`config.mk`:
```
export PLATFORM = sky130hd
export DESIGN_NAME = pf_iod_rx_word_align
export DESIGN_NICKNAME = d
export VERILOG_FILES = /design/src/rtl/pf_iod_rx_align_pkg.sv /design/src/rtl/pf_iod_rx_align_match_cnt.sv /design/src/rtl/pf_iod_rx_word_align.sv
export SDC_FILE = /design/constraint.sdc
export NUM_CORES = 1
export LEC_CHECK = 0
export ABC_AREA = 1
export ABC_CLOCK_PERIOD_IN_PS = 3110
export CORE_UTILIZATION = 47
export CTS_CLUSTER_DIAMETER = 40
export DETAILED_ROUTE_END_ITERATION = 8
export PLACE_DENSITY = 0.82
export SYNTH_ARGS = -nofsm -noshare
export SYNTH_HDL_FRONTEND = slang
export SYNTH_SLANG_ARGS = --single-unit
```
`constraint.sdc`:
```
create_clock -name CLK -period 3.11 [get_ports CLK]
set_input_delay 0.311 -clock CLK [delete_from_list [all_inputs] [get_ports CLK]]
set_output_delay 0.311 -clock CLK [all_outputs]
set_load 0.01 [all_outputs]
```
`src/rtl/pf_iod_rx_align_pkg.sv`:
```
// Shared types and defaults for the RX word aligner.
// Optional delay-tap sweep is enabled by defining PF_IOD_RX_ALIGN_DLY_SWEEP_EN.
package pf_iod_rx_align_pkg;

  typedef enum logic [2:0] {
    ST_IDLE     = 3'd0,
    ST_SETTLE   = 3'd1,
    ST_CHECK    = 3'd2,
    ST_SLIP     = 3'd3,
    ST_DLY_MOVE = 3'd4,
    ST_LOCKED   = 3'd5,
    ST_FAIL     = 3'd6
  } align_state_e;

  localparam logic [7:0] DEF_TRAIN_PATTERN = 8'hB4;
  localparam int         DEF_MATCH_COUNT   = 16;
  localparam int         DEF_SETTLE_CYCLES = 8;
  localparam int         DEF_MAX_TAPS      = 128;

  // Counter width able to hold 0..n-1, never narrower than one bit.
  function automatic int cnt_w(input int n);
    return (n > 1) ? $clog2(n) : 1;
  endfunction

endpackage

```
`src/rtl/pf_iod_rx_align_match_cnt.sv`:
```
// Training-word compare and consecutive-match counter.
// match_done_o fires combinationally on the MATCH_COUNT-th consecutive match;
// any mismatch while enabled restarts the run from zero.
module pf_iod_rx_align_match_cnt
  import pf_iod_rx_align_pkg::*;
#(
  parameter int                    DATA_WIDTH    = 8,
  parameter logic [DATA_WIDTH-1:0] TRAIN_PATTERN = DATA_WIDTH'(DEF_TRAIN_PATTERN),
  parameter int                    MATCH_COUNT   = DEF_MATCH_COUNT
) (
  input  logic                  clk_i,
  input  logic                  rst_i,
  input  logic                  clr_i,
  input  logic                  en_i,
  input  logic [DATA_WIDTH-1:0] data_i,
  output logic                  match_o,
  output logic                  match_done_o
);

  localparam int            CW   = cnt_w(MATCH_COUNT);
  localparam logic [CW-1:0] LAST = CW'(MATCH_COUNT - 1);

  logic [CW-1:0] cnt_q, cnt_d;

  assign match_o      = (data_i == TRAIN_PATTERN);
  assign match_done_o = en_i & match_o & (cnt_q == LAST);

  // Count consecutive matches; restart on mismatch, on completion or on clear.
  always_comb begin
    cnt_d = cnt_q;
    if (clr_i) begin
      cnt_d = '0;
    end else if (en_i) begin
      if (!match_o || (cnt_q == LAST)) cnt_d = '0;
      else                             cnt_d = cnt_q + 1'b1;
    end
  end

  // Counter register.
  always_ff @(posedge clk_i) begin
    if (rst_i) cnt_q <= '0;
    else       cnt_q <= cnt_d;
  end

endmodule

```
`src/rtl/pf_iod_rx_word_align.sv`:
```
// RX word aligner: bit-slips the deserializer (and optionally sweeps the
// clock-divider delay line) until the training word is seen MATCH_COUNT
// times in a row. All outputs are registered from the next-state decode.
// Optional feature macro: PF_IOD_RX_ALIGN_DLY_SWEEP_EN (delay-tap sweep).
module pf_iod_rx_word_align
  import pf_iod_rx_align_pkg::*;
#(
  parameter int                    DATA_WIDTH    = 8,
  parameter logic [DATA_WIDTH-1:0] TRAIN_PATTERN = DATA_WIDTH'(DEF_TRAIN_PATTERN),
  parameter int                    MATCH_COUNT   = DEF_MATCH_COUNT,
  parameter int                    SETTLE_CYCLES = DEF_SETTLE_CYCLES,
  parameter int                    MAX_TAPS      = DEF_MAX_TAPS,
  localparam int                   SLIP_W        = cnt_w(DATA_WIDTH)
) (
  input  logic                  CLK,
  input  logic                  RESET,
  input  logic                  START,
  input  logic [DATA_WIDTH-1:0] RX_DATA,
  input  logic                  DELAY_LINE_OUT_OF_RANGE,
  output logic                  BIT_SLIP,
  output logic                  DELAY_LINE_MOVE,
  output logic                  DELAY_LINE_DIR,
  output logic                  DELAY_LINE_LOAD,
  output logic                  BUSY,
  output logic                  LOCKED,
  output logic                  FAIL,
  output logic [SLIP_W-1:0]     SLIP_COUNT,
  output logic [7:0]            TAP_COUNT,
  output logic [DATA_WIDTH-1:0] DATA_OUT,
  output logic                  DATA_VALID
);

  localparam int                SET_W       = cnt_w(SETTLE_CYCLES);
  localparam logic [SET_W-1:0]  SETTLE_LAST = SET_W'(SETTLE_CYCLES - 1);
  localparam logic [SLIP_W-1:0] SLIP_LAST   = SLIP_W'(DATA_WIDTH - 1);

  align_state_e          state_q, state_d;
  logic [SET_W-1:0]      settle_q, settle_d;
  logic [SLIP_W-1:0]     slip_cnt_q, slip_d;
  logic                  start_acc;
  logic                  match, match_done;

  logic                  bit_slip_q, busy_q, locked_q, fail_q, valid_q;
  logic [DATA_WIDTH-1:0] data_q;

`ifdef PF_IOD_RX_ALIGN_DLY_SWEEP_EN
  localparam logic [7:0] TAP_LAST = 8'(MAX_TAPS - 1);
  logic [7:0] tap_cnt_q, tap_d;
  logic       move_q, load_q;
`endif

  pf_iod_rx_align_match_cnt #(
    .DATA_WIDTH    (DATA_WIDTH),
    .TRAIN_PATTERN (TRAIN_PATTERN),
    .MATCH_COUNT   (MATCH_COUNT)
  ) u_match (
    .clk_i        (CLK),
    .rst_i        (RESET),
    .clr_i        (start_acc),
    .en_i         (state_q == ST_CHECK),
    .data_i       (RX_DATA),
    .match_o      (match),
    .match_done_o (match_done)
  );

  // Next-state and counter update logic.
  always_comb begin
    state_d   = state_q;
    settle_d  = '0;
    slip_d    = slip_cnt_q;
    start_acc = 1'b0;
`ifdef PF_IOD_RX_ALIGN_DLY_SWEEP_EN
    tap_d     = tap_cnt_q;
`endif
    case (state_q)
      // START only matters in the resting states; training restarts from scratch.
      ST_IDLE, ST_LOCKED, ST_FAIL: begin
        if (START) begin
          start_acc = 1'b1;
          state_d   = ST_SETTLE;
          slip_d    = '0;
`ifdef PF_IOD_RX_ALIGN_DLY_SWEEP_EN
          tap_d     = '0;
`endif
        end
      end
      ST_SETTLE: begin
        if (settle_q == SETTLE_LAST) state_d  = ST_CHECK;
        else                         settle_d = settle_q + 1'b1;
      end
      ST_CHECK: begin
        if (match_done) begin
          state_d = ST_LOCKED;
        end else if (!match) begin
          if (slip_cnt_q < SLIP_LAST) begin
            state_d = ST_SLIP;
            slip_d  = slip_cnt_q + 1'b1;
          end else begin
`ifdef PF_IOD_RX_ALIGN_DLY_SWEEP_EN
            // Every slip position tried at this tap: step the delay line,
            // unless it has run out of range or hit the sweep limit.
            if (DELAY_LINE_OUT_OF_RANGE || (tap_cnt_q == TAP_LAST)) begin
              state_d = ST_FAIL;
            end else begin
              state_d = ST_DLY_MOVE;
              tap_d   = tap_cnt_q + 1'b1;
              slip_d  = '0;
            end
`else
            state_d = ST_FAIL;
`endif
          end
        end
      end
      ST_SLIP:     state_d = ST_SETTLE;
      ST_DLY_MOVE: state_d = ST_SETTLE;
      default:     state_d = ST_IDLE;
    endcase
  end

  // State, counters and registered outputs; pulses last exactly one state cycle.
  always_ff @(posedge CLK) begin
    if (RESET) begin
      state_q    <= ST_IDLE;
      settle_q   <= '0;
      slip_cnt_q <= '0;
      bit_slip_q <= 1'b0;
      busy_q     <= 1'b0;
      locked_q   <= 1'b0;
      fail_q     <= 1'b0;
      valid_q    <= 1'b0;
      data_q     <= '0;
    end else begin
      state_q    <= state_d;
      settle_q   <= settle_d;
      slip_cnt_q <= slip_d;
      bit_slip_q <= (state_d == ST_SLIP);
      busy_q     <= (state_d inside {ST_SETTLE, ST_CHECK, ST_SLIP, ST_DLY_MOVE});
      locked_q   <= (state_d == ST_LOCKED);
      fail_q     <= (state_d == ST_FAIL);
      valid_q    <= (state_d == ST_LOCKED);
      data_q     <= (state_d == ST_LOCKED) ? RX_DATA : '0;
    end
  end

`ifdef PF_IOD_RX_ALIGN_DLY_SWEEP_EN
  // Delay-line sweep registers: tap counter, move strobe and load strobe.
  always_ff @(posedge CLK) begin
    if (RESET) begin
      tap_cnt_q <= '0;
      move_q    <= 1'b0;
      load_q    <= 1'b0;
    end else begin
      tap_cnt_q <= tap_d;
      move_q    <= (state_d == ST_DLY_MOVE);
      load_q    <= start_acc;
    end
  end

  assign DELAY_LINE_MOVE = move_q;
  assign DELAY_LINE_DIR  = move_q;
  assign DELAY_LINE_LOAD = load_q;
  assign TAP_COUNT       = tap_cnt_q;
`else
  // Sweep disabled: delay-line controls idle, range flag has no effect.
  logic [8:0] unused_dly;
  assign unused_dly      = {DELAY_LINE_OUT_OF_RANGE, 8'(MAX_TAPS - 1)};
  assign DELAY_LINE_MOVE = 1'b0;
  assign DELAY_LINE_DIR  = 1'b0;
  assign DELAY_LINE_LOAD = 1'b0;
  assign TAP_COUNT       = '0;
`endif

  assign BIT_SLIP   = bit_slip_q;
  assign BUSY       = busy_q;
  assign LOCKED     = locked_q;
  assign FAIL       = fail_q;
  assign SLIP_COUNT = slip_cnt_q;
  assign DATA_OUT   = data_q;
  assign DATA_VALID = valid_q;

endmodule

```
# == Yosys cells after proc, flatten, opt, wreduce, memory -nomap -nowiden ==
# Cells that the tools add are included.
# totals
output_inout_bits,27
word_cells,61
in_bits,12
reg_bits,25
# classes
mux,14
magnitude_cmp,1
eq_ne,19
n_reduce_logical,11
n_bitwise,4
addsub,3
# ops
cell,n
3-bit 2-to-1 mux,9
"3-bit == test, second input constant",7
"3-bit by 2-bit == test with 1-bit output, second input constant",4
3-bit case mux with 4 select lines,1
"8-bit == test, second input constant",1
"2-bit != test, second input constant",4
"3-bit by 1-bit adder with 3-bit output, second input constant",2
"3-bit by 1-bit == test with 1-bit output, second input constant",2
3-bit case mux with 2 select lines,1
2-bit OR reduction,3
3-bit OR reduction,2
5-bit AND reduction,1
"4-bit by 1-bit adder with 4-bit output, second input constant",1
"4-bit == test, second input constant",1
4-bit 2-to-1 mux,1
4-bit nonzero test,1
3-bit zero test,1
"3-bit less-than comparator, second input constant",1
1-bit AND,2
1-bit 2-to-1 mux,2
1-bit NOT,2
2-bit nonzero test,1
1-bit zero test,1
1-bit logical OR,1

# == Depth between registers and ports, before layout ==
# Gate-level depths: netlist of the first run.
# logic_depth
word_depth,8
ltp_mapped,10
ltp_nobuf,10

# == Modules after synthesis ==
# A second synthesis of the first run with hierarchy kept.
# unflattened
hier_cells,175
hier_area_um2,1280.0
# by_module_without_submodules
module,instances,area_each_um2,seq_area_each_um2,cells_each
pf_iod_rx_word_align,1,1011.0,420.4,138
pf_iod_rx_align_match_cnt,1,269.0,80.1,37

# == Least setup slack after synthesis of the first run ==
# OpenSTA, ideal clock, no wires.
# synth_timing
kind,register to register
from,reg u_match.cnt_q[0]
to,"reg data_q[0], in the netlist DATA_OUT[0]"
path_stages_with_launch,10
arrival_ns,1.282
required_ns,3.045
setup_time_ns,0.065
path_buffers,0
synth_period_minus_slack_ns,1.347
slack_ns,1.763
path_cell_list,dfxtp_1 -> ha_1 -> nand2_1 -> nor2_1 -> inv_1 -> nand3_1 -> nand3_1 -> nand2_1 -> nand3_4 -> nor2_1
# synth_between
elab_chain_len,7
# synth_lines
element,line,source
from (decl),pf_iod_rx_align_match_cnt.sv:23,"logic [CW-1:0] cnt_q, cnt_d;"
from (signal assigned),pf_iod_rx_align_match_cnt.sv:42,else cnt_q <= cnt_d;
4-bit == test,pf_iod_rx_align_match_cnt.sv:26,assign match_done_o = en_i & match_o & (cnt_q == LAST);
1-bit AND,pf_iod_rx_align_match_cnt.sv:26,
3-bit 2-to-1 mux,pf_iod_rx_word_align.sv:92,if (match_done) begin
3-bit case mux with 4 select lines,pf_iod_rx_word_align.sv:75,case (state_q)
3-bit == test,pf_iod_rx_word_align.sv:142,data_q <= (state_d == ST_LOCKED) ? RX_DATA : '0;
1-bit NOT (no line),-,
2-bit OR reduction (no line),-,
to (signal assigned),pf_iod_rx_word_align.sv:142,
to (decl),pf_iod_rx_word_align.sv:44,logic [DATA_WIDTH-1:0] data_q;
# Every way passes these cells.
# A chain may end at the register's enable or synchronous reset.

# == Worst setup path after layout of the first run ==
# layout_timing
from,"reg slip_cnt_q[0], in the netlist SLIP_COUNT[0]"
to,out SLIP_COUNT[0]
# layout_lines
element,line,source
from (decl),pf_iod_rx_word_align.sv:39,"logic [SLIP_W-1:0] slip_cnt_q, slip_d;"
from (signal assigned),pf_iod_rx_word_align.sv:136,slip_cnt_q <= slip_d;
to (decl),pf_iod_rx_word_align.sv:27,"output logic [SLIP_W-1:0] SLIP_COUNT,"
# No word-level cell between the ends.

==> results of run 1 <==
## sequential cells by signal, summed over array words and instances, names as in the netlist
name and count:
SLIP_COUNT 3, BIT_SLIP 1, u_match.cnt_q 4, FAIL 1
DATA_OUT 8, DATA_VALID 1, BUSY 1, settle_q 3
state_q 3
## power breakdown
group          total (mW)  switching (mW)  leakage, nW  internal, mW
registers           0.329         0.00400        0.202         0.325
clock network       0.141          0.0906       0.0150        0.0501
logic              0.0587          0.0336        0.447        0.0251
total               0.529           0.128        0.665         0.401
## worst max path at each step
| stage | end | slack, ns |
|---|---|---|
| 2_1_floorplan | DATA_OUT[0] | 1.76 |
| 3_3_place_gp | DATA_OUT[0] | 1.29 |
| 3_5_place_dp | DATA_OUT[1] | 1.23 |
| 4_1_cts | DATA_OUT[1] | 1.48 |
| 5_1_grt | DATA_OUT[1] | 1.32 |
| 6_report | SLIP_COUNT[0] | 1.48 |
## layout make-up
class / count / area, sq um
Fill cell: 201 / 845
Sequential cell: 25 / 500
Inverter: 26 / 97.6
Tap cell: 28 / 35.0
Clock buffer: 4 / 26.3
Multi-Input combinational cell: 105 / 490
Timing Repair Buffer: 26 / 260
## cells by family (layout without fill, tap and decap cells)
logic type | Yosys count | count (layout)
flops | 25 | 25
simple gates | 80 | 80
compound gates | 10 | 10
buf+inv | 38 | 56
fa+ha+maj | 4 | 4
other cells | 1 | 11
## Yosys cell counts, drive strengths merged
cell	n	share of area [%]
nand3	13	6.8
nor2	28	9.4
conb	1	0.33
buf	12	7.9
dfxtp	25	44
nor3	2	0.88
ha	4	4.4
inv	26	8.6
o21ai	4	1.8
a21oi	6	2.6
nand2	31	10
nand4	6	3.3
## per-stage QoR
| step | cell area (sq um) | total power [mW] |
|---|---|---|
| floorplan | 1180 | 0.378 |
| global placement | 1380 | 0.392 |
| detailed placement | 1380 | 0.394 |
| CTS | 1410 | 0.533 |
| global route | 1410 | 0.554 |
| finish | 1410 | 0.529 |
## layer usage
| layer | up-vias | global-route usage (%) | wire, microns |
|---|---|---|---|
| met3 | 5 | 3.27 | 164 |
| met5 | - | 0 | 0 |
| met1 | 444 | 21.7 | 988 |
| li1 | 523 | - | - |
| met2 | 52 | 35.1 | 1080 |
| met4 | 0 | 7.21 | 37 |
==> results.md, run 1 <==
* Status: complete, no violations
* Later-pin clock latency in the skew report at between 0.3 and 0.4 ns
* # clock sinks at 25
* Area grow syn2layout at 23.6%
* Residual DRC at 0
* Synth Cell Area at ~1100 sq um
* Commonest non-fill, non-tap cells in the layout: nand2_1, nor2_1, clkdlybuf4s50_1, dfxtp_1, inv_1
* Largest net degree at the start of global routing at 14
* DP HPWL at about 1.7 mm
* H-tree depth at 1
* GP Congestion at 0.843
* Nets at ~200
* GRT overflow at 0
* VDD IR max at 0.207 mV
* Seq/Total Area, Yosys at 43.9%
* Commonest non-fill, non-tap cell in the layout: nand2_1
* Crit path largest cell delay at around 0.57 ns
* Setup TNS Final at 0 ns
* Initial antenna violation count at 0
* Initial Util at between 50 and 60%
* Reg2Reg Depth at 9
* Clock transition at path regs at approximately 0.13 ns
* Cell Count, Final, Fillers Out at about 210
* Reg2reg setup slack at between 1 and 1.5 ns
* First-pass GRT wire length at between 3 and 4 mm
* Drt first pass iters at 6
* DRT iter0 DRCs at 28
* Routed via count at approximately 1,000
* Hold-fix buffers, CTS at 0
* WL/cell at approximately 11 microns
* CP cell instances: clkdlybuf4s50_1
* Layout Utilization at roughly 63%
* Compound-Gate Fraction of Synth Area at between 4 and 5%
* Mux cell area share after synthesis at 0%
* Critical-path top delay cell: clkdlybuf4s50_1
* RSZ-0062 raised after global routing: false
* Slew Limit Fails at 0
* Die area at between 2000 and 3000 sq um
* Gate Count Post-Synth at around 160
* # setup viols final at 0
* Port bufs at 26
* Hold endpoint: settle_q[0]
* Fmax at between 0.6 and 0.7 GHz
* Vias per std cell at about 4.8
* Drt total wl at 2.27 mm
* Worst hold-check path type: reg2reg
* Gr usage total at approximately a fifth
* Clock tree buffer depth at 2
* Share of cells above drive strength 1 at approximately 3.2%
* Routed Antenna Nets at 0
* Core Area at between 2000 and 2500 sq um
* WP depth at 1
* PD cells at 375 nW/um^2
* # diodes at 0
* Post-CTS Repair Setup Buffers at 0
* Num CTS Buffers at 3
* Post-cts resize count at 0
* LEAKAGE at about 0.66 nW
* CP top delay family: buffers and inverters
* Arrival time at the worst endpoint at about 1.3 ns
* Dpl ws at roughly 1.2 ns
* Largest family of logic cells by synthesized area: simple AND/OR/NAND/NOR gates
* Row cnt at 17
* Unique masters post-synth at 15
* Worst path required time at 2.80 ns
* Critical path class: reg2out
* Final clock skew at around 0.0035 ns
* Post-Synth Adder-Cell Area at 4.39%
* #FFs+latches synth at 25
* Clk root buf: clkbuf_4
* YS warnings at 0
* Simple-gate share of the synthesized area at approximately 30%
* Post-layout worst setup margin at about 1.5 ns
* CP Max Fanout at 5
* Worst path bufs/invs at 1
* Die Y at about 51 microns
* # IOs at 39
* CP startpoint: SLIP_COUNT[0]
* Final period util at 52.4%
* Post-synthesis xor/xnor area fraction at 0%
* Crit end category: output port
* Fin. Hold Viols at 0
* Dpl cells at 210
* Crit Reg-Reg Endpoint: DATA_OUT[1]
* Hold_sp: settle_q[0]
* Max_cap viols at 0
* Final Critical Period at about 1.6 ns
* Mean Syn Cell Area at 7.22 sq um
* CTS tree: built
* Vias in the first global route at 932
* Reg-to-Reg Start: u_match.cnt_q[0]
* Chip width at roughly 51 microns
* Worst hold path stage count at 1
* Final hold slack at 0.425 ns
* Startpoint Class: flip-flop
Power figures use the tool's default switching activity.
==> run 2, diff against run 1 <==
ABC_CLOCK_PERIOD_IN_PS = 1450   (was 3110)
CORE_UTILIZATION = 40   (was 47)
PLACE_DENSITY = 0.75   (was 0.82)
clock period = 1.45 ns   (was 3.11 ns; I/O delays follow)
==> run 2 against run 1 <==
Against the previous run: via count increased by 3.5%; global-route usage down 2.7 points; flip-flop and latch count did not move; count of clock-buffer cells in the layout stayed put; combinational power grew to 2.6 times the previous value; cell area up 14%; routed wire length increased by 8.3%; clock skew barely moved; register-to-register slack got worse by 1.4 ns.
==> results.md, run 2 (synthesis gave the netlist of run 1 again) <==
* Status: complete, no violations
* Fillers at 246 (+22%)
* VDD IR max at 0.564 mV (+170%)
* Vias per std cell at 4.63 (-3.3%)
* Reg2Reg Depth at 9 (unchanged)
* # IOs at 39 (unchanged)
* Final clock skew at 0.00348 ns (-0.0000371 ns)
* Fin. Hold Viols at 0 (unchanged)
* CP Max Fanout at 5 (unchanged)
* Max_cap viols at 0 (unchanged)
* Clock share of power at 27.2% (+0.6 points)
* Drt total wl at 2.46 mm (+8.3%)
* H-tree depth at 1 (unchanged)
* Clock transition at path regs at 0.13 ns (about the same)
* Startpoint Class: flip-flop
* Residual DRC at 0 (unchanged)
* Commonest non-fill, non-tap cells in the layout: nand2_1, clkdlybuf4s50_1, nor2_1, inv_1, dfxtp_1
* Initial antenna violation count at 0 (unchanged)
* Final hold slack at 0.339 ns (-0.0862 ns)
* Worst path bufs/invs at 1 (unchanged)
* DRT iter0 DRCs at 14 (-50%)
* Final period util at between 90% and 100%
* Arrival time at the worst endpoint at 1.26 ns (-0.06 ns)
* Largest net degree at the start of global routing at 14 (unchanged)
* CP top delay family: buffers and inverters
* WL/cell at 10.7 microns (+1.2%)
* WP depth at 1 (unchanged)
* DP HPWL at 1.83 mm (+6.9%)
* Num CTS Buffers at 3 (unchanged)
* Final Critical Period at roughly 1.4 ns
* Initial Util at 41.7% (-8.9 points)
* Port bufs at 26 (unchanged)
* Vias in the first global route at 945 (+1.4%)
* Clk root buf: clkbuf_4
* Combinational power share at 12.8% (+1.7 points)
* Crit end category: output port
* # clock sinks at 25 (unchanged)
* Die area at 3070 sq um (+17%)
* CP cell instances: clkdlybuf4s50_1
* Row cnt at 19 (+2)
* Crit path largest cell delay at 0.54 ns (-0.03 ns)
* Number of flip-flops under the largest register name at 8 (unchanged)
* Routed via count at 1,060 (+3.5%)
* Hold endpoint: DATA_OUT[6]
* Switching Power at 304 uW (+140%)
* CTS tree: built
* GRT overflow at 0 (unchanged)
* Hold-fix buffers, CTS at 0 (unchanged)
* Core Area at 2730 sq um (+21%)
* Reg2reg setup slack at 0.08 ns (-1.41 ns)
* Nets at 215 (+5.9%)
* # diodes at 0 (unchanged)
* Crit Reg-Reg Endpoint: DATA_OUT[1]
* First-pass GRT wire length at 3.95 mm (+5.3%)
* LEAKAGE at 0.724 nW (+8.9%)
* Chip width at 55.4 microns (+8.1%)
* # setup viols final at 0 (unchanged)
* Die Y at 55.4 microns (+8.1%)
* Later-pin clock latency in the skew report at 0.33 ns (+0.02 ns)
* Sw Ratio at 25.8% (+1.6 points)
* Clock tree buffer depth at 2 (unchanged)
* PD cells at 733 nW/um^2 (+95%)
* Gr usage total at 16.4% (-2.7 points)
* Fmax at 0.713 GHz
* Share of cells above drive strength 1 at 22.7% (+20 points)
* Layout Utilization at 58.8% (-3.8 points)
* Worst hold-check path type: in2reg
* Routed Antenna Nets at 0 (unchanged)
* Flop pwr share at 60.0% (-2.3 points)
* Worst hold path stage count at 3 (+2)
* Hold_sp: RX_DATA[6]
* Internal power at 873 uW (+120%)
* Critical-path top delay cell: clkdlybuf4s50_1
* Drt first pass iters at 4 (-2)
* Slew Limit Fails at 0 (unchanged)
* Area grow syn2layout at 40.8%
* Reg-to-Reg Start: u_match.cnt_q[1]
* Critical path class: reg2out
* GP Congestion at 0.801 (-5.0%)
* Commonest non-fill, non-tap cell in the layout: nand2_1
* Worst path required time at 1.31 ns (-1.49 ns)
==> run 2: area by class of cell <==
type | count | area [sq um] | share of cell area [%]
multi-input cells | 106 | 587 | 36.5
inverters | 26 | 97.6 | 6.07
repair buffers | 37 | 343 | 21.3
clock buffers | 4 | 26.3 | 1.64
flip-flops and latches | 25 | 514 | 32.0
well taps | 31 | 38.8 | 2.41
==> run 2: stage by stage <==
step	worst slack, ns	TNS [ns]	cell area (sq um)	power, mW	instances
2_1_floorplan	0.103	0	1180	0.811	168
3_3_place_gp	-0.123	-1.62	1460	0.849	223
3_5_place_dp	-0.199	-2.74	1460	0.854	223
4_1_cts	0.000674	0	1510	1.17	228
5_1_grt	-0.0476	-0.0530	1610	1.23	229
6_report	0.0484	0	1610	1.18	229
==> run 2: routing by layer <==
layer	part of all wire, %	GRT usage (%)	routed length [microns]
met5	0	0	0
met4	2.5	9.64	61
met3	3.3	2.81	80
met2	54	28.7	1320
met1	41	18.4	1000
==> run 2: what timing repair did <==
action | CTS | global route
gates cloned | 1 | 0
gates resized for setup | 6 | 30
endpoints found under the setup margin | 13 | 22
pin swaps | 1 | 12
setup buffers | 0 | 1
==> run 2: power by group through the flow <==
stage | logic [mW] | registers (mW) | clock network (mW)
floorplan | 0.0885 | 0.723 | 0
global placement | 0.129 | 0.720 | 0
detailed placement | 0.133 | 0.721 | 0
CTS | 0.138 | 0.706 | 0.321
global route | 0.170 | 0.708 | 0.353
finish | 0.150 | 0.706 | 0.320
==> run 2: how the worst max path moves through the flow <==
stage,to,slack (ns),from
after floorplan,DATA_OUT[0],0.10,u_match.cnt_q[0]
after global placement,SLIP_COUNT[2],-0.12,RX_DATA[5]
after detailed placement,DATA_OUT[1],-0.20,RX_DATA[2]
after CTS,DATA_OUT[5],0.0007,u_match.cnt_q[0]
after global routing,FAIL,-0.05,RX_DATA[4]
final,SLIP_COUNT[0],0.05,SLIP_COUNT[0]
==> run 3, diff against run 2 <==
CELL_PAD_IN_SITES_DETAIL_PLACEMENT = 1   (was not set)
CELL_PAD_IN_SITES_GLOBAL_PLACEMENT = 2   (was not set)
CORE_UTILIZATION = 21   (was 40)
HOLD_SLACK_MARGIN = 0.15   (was not set)
PLACE_DENSITY = not set   (was 0.75)
PLACE_DENSITY_LB_ADDON = 0.1   (was not set)
==> run 3 against run 2 <==
Against the previous run: die area grew 87%; critical path depth grew 7; the flow now finishes with violations (negative setup slack); clock skew is essentially flat.
==> results.md, run 3 (synthesis gave the netlist of run 1 again) <==
* Failing checks: negative setup slack
* Reg2reg setup slack at -0.003 ns (-0.08 ns)
* CTS tree: built
* Initial antenna violation count at 0 (unchanged)
* Die area at 5730 sq um (+87%)
* DP HPWL at 2.35 mm (+28%)
* Fillers at 627 (+150%)
* Clock tree buffer depth at 2 (unchanged)
* Num CTS Buffers at 3 (unchanged)
* # diodes at 0 (unchanged)
* GP Congestion at 0.783 (-2.2%)
* Reg-to-Reg Start: u_match.cnt_q[1]
* Routed Antenna Nets at 0 (unchanged)
* Most used cell, CP: nand3_4
* CP cell instances: ha_4 > nand2_4 > nor2_4 > buf_6 > nand4_1 > nand3_4 > nand3_4 > nor2_2
* Final period util at 100% (+3.6 points)
* CP Capture Point: DATA_OUT[4]
* Commonest non-fill, non-tap cell in the layout: nand2_1
* First-pass GRT wire length at 4.93 mm (+25%)
* Row cnt at 26 (+7)
* Number of flip-flops under the largest register name at 8 (unchanged)
* Largest net degree at the start of global routing at 16 (+2)
* CP Max Fanout at 5 (unchanged)
* Fin. Hold Viols at 0 (unchanged)
* # clock sinks at 25 (unchanged)
* Dpl ws at -0.264 ns (-0.0644 ns)
* Initial Util at 22.1% (-20 points)
* Port bufs at 26 (unchanged)
* Die Y at 75.7 microns (+37%)
* Vias in the first global route at 1,125 (+19%)
* Final Critical Period at 1.45 ns (+0.0515 ns)
* Startpoint Class: flip-flop
* Slew Limit Fails at 0 (unchanged)
* VDD IR max at 0.399 mV (-29%)
* Core Area at 5170 sq um (+89%)
* CP startpoint: u_match.cnt_q[1]
* Max_cap viols at 0 (unchanged)
* Area grow syn2layout at 58.3%
* LEAKAGE at 0.801 nW (+11%)
* Critical path class: reg2reg
* Worst path required time at 1.67 ns (+0.36 ns)
* Hold-fix buffers, CTS at 0 (unchanged)
* Drt total wl at 3.31 mm (+35%)
* Vias per std cell at 4.07 (-12%)
* Share of cells above drive strength 1 at 29.2% (+6.5 points)
* Worst hold-check path type: reg2reg
* Crit end category: flip-flop
* Cell Area, Placed at 1580 sq um (+8.0%)
* PD cells at 720 nW/um^2 (-1.7%)
* Nets at 226 (+5.1%)
* GRT overflow at 0 (unchanged)
* Pwr Total at 1.30 mW (+11%)
* # IOs at 39 (unchanged)
* DRT iter0 DRCs at 8 (-6)
* Clk root buf: clkbuf_8
* Routed via count at 1,135 (+7.1%)
* Status: finished, violations left
* RSZ-0062 raised after global routing: true
* Gr usage total at 11.7% (-4.7 points)
* Arrival time at the worst endpoint at 1.67 ns (+0.41 ns)
* Chip width at 75.7 microns (+37%)
* Reg2Reg Depth at 8 (-1)
* Post-route cell area at 1810 sq um (+12%)
* # setup viols final at 1 (+1)
* Final clock skew at 0.00335 ns (-0.000139 ns)
* Later-pin clock latency in the skew report at 0.27 ns (-0.06 ns)
* Post-layout worst setup margin at -0.00313 ns (-0.0515 ns)
* Drt first pass iters at 4 (unchanged)
* Crit path largest cell delay at 0.37 ns (-0.17 ns)
* Residual DRC at 0 (unchanged)
* Commonest non-fill, non-tap cells in the layout: nand2_1, clkdlybuf4s50_1, dfxtp_1, inv_1, buf_4
* WL/cell at 11.9 microns (+11%)
* Critical-path top delay cell: dfxtp_2
* Fmax at 0.688 GHz (-3.5%)
* H-tree depth at 1 (unchanged)
* Crit Reg-Reg Endpoint: DATA_OUT[4]
* Clock transition at path regs at 0.09 ns (-0.04 ns)
[run 3: changes by cell type in the layout (fill, tap and decap cells not counted), sizes merged]
cell,before,now
clkbuf,4,3
buf,11,22
clkinvlp,0,1
[run 3: worst max-delay path: cells and delay by family (launching register included)]
family / cells / cell delay [ns]
adders and majority gates: 1 / 0.15
buffers and inverters: 1 / 0.09
and+or+nand+nor: 6 / 0.79
DFF: 1 / 0.37
[run 3: through the flow]
step / hold slack, ns / util [%] / TNS (ns) / instances
final: 0.431 / 34.9 / -0.00313 / 279
after global routing: 0.443 / 34.9 / -0.642 / 279
after CTS: 0.421 / 32.4 / -0.00899 / 276
after detailed placement: 0.428 / 30.5 / -3.75 / 271
after global placement: 0.408 / 30.5 / -2.84 / 271
after floorplan: 0.214 / - / 0 / 168
[run 3: final cells by class]
class	count	area, sq um	area share [%]
flip-flops and latches	25	505	28.0
well taps	70	87.6	4.85
repair buffers	48	429	23.8
multi-input cells	106	638	35.3
clock buffers	3	41.3	2.29
inverters	26	97.6	5.40
clock inverters	1	7.51	0.416
[run 3: how the worst min path moves through the flow]
stage                           start  cells past startpoint          end
after global routing       RX_DATA[3]                      3  DATA_OUT[3]
after CTS                  RX_DATA[3]                      3  DATA_OUT[3]
final                     settle_q[0]                      1  settle_q[0]
after detailed placement  settle_q[0]                      1  settle_q[0]
after global placement    settle_q[0]                      1  settle_q[0]
after floorplan                 RESET                      1   state_q[2]
[run 3: report_power, final]
| part | internal [mW] | leakage (nW) | switching, mW |
|---|---|---|---|
| Combinational | 0.0743 | 0.575 | 0.0955 |
| Sequential | 0.697 | 0.204 | 0.00913 |
| Clock | 0.195 | 0.0217 | 0.230 |
| Total | 0.966 | 0.801 | 0.335 |
[run 3: repair_timing]
item,CTS,global route
endpoints found under the setup margin,11,22
pin swaps,4,11
gates cloned,1,0
buffers inserted,0,3
gates resized for setup,11,32
[run 3: per-layer routing]
layer  GRT usage, %  up-vias  routed length (microns)
met3           2.78        2                      109
li1               -      572                        -
met4           2.47        0                       18
met5              0        -                        0
met2           21.7       28                     1770
met1           13.5      533                     1420
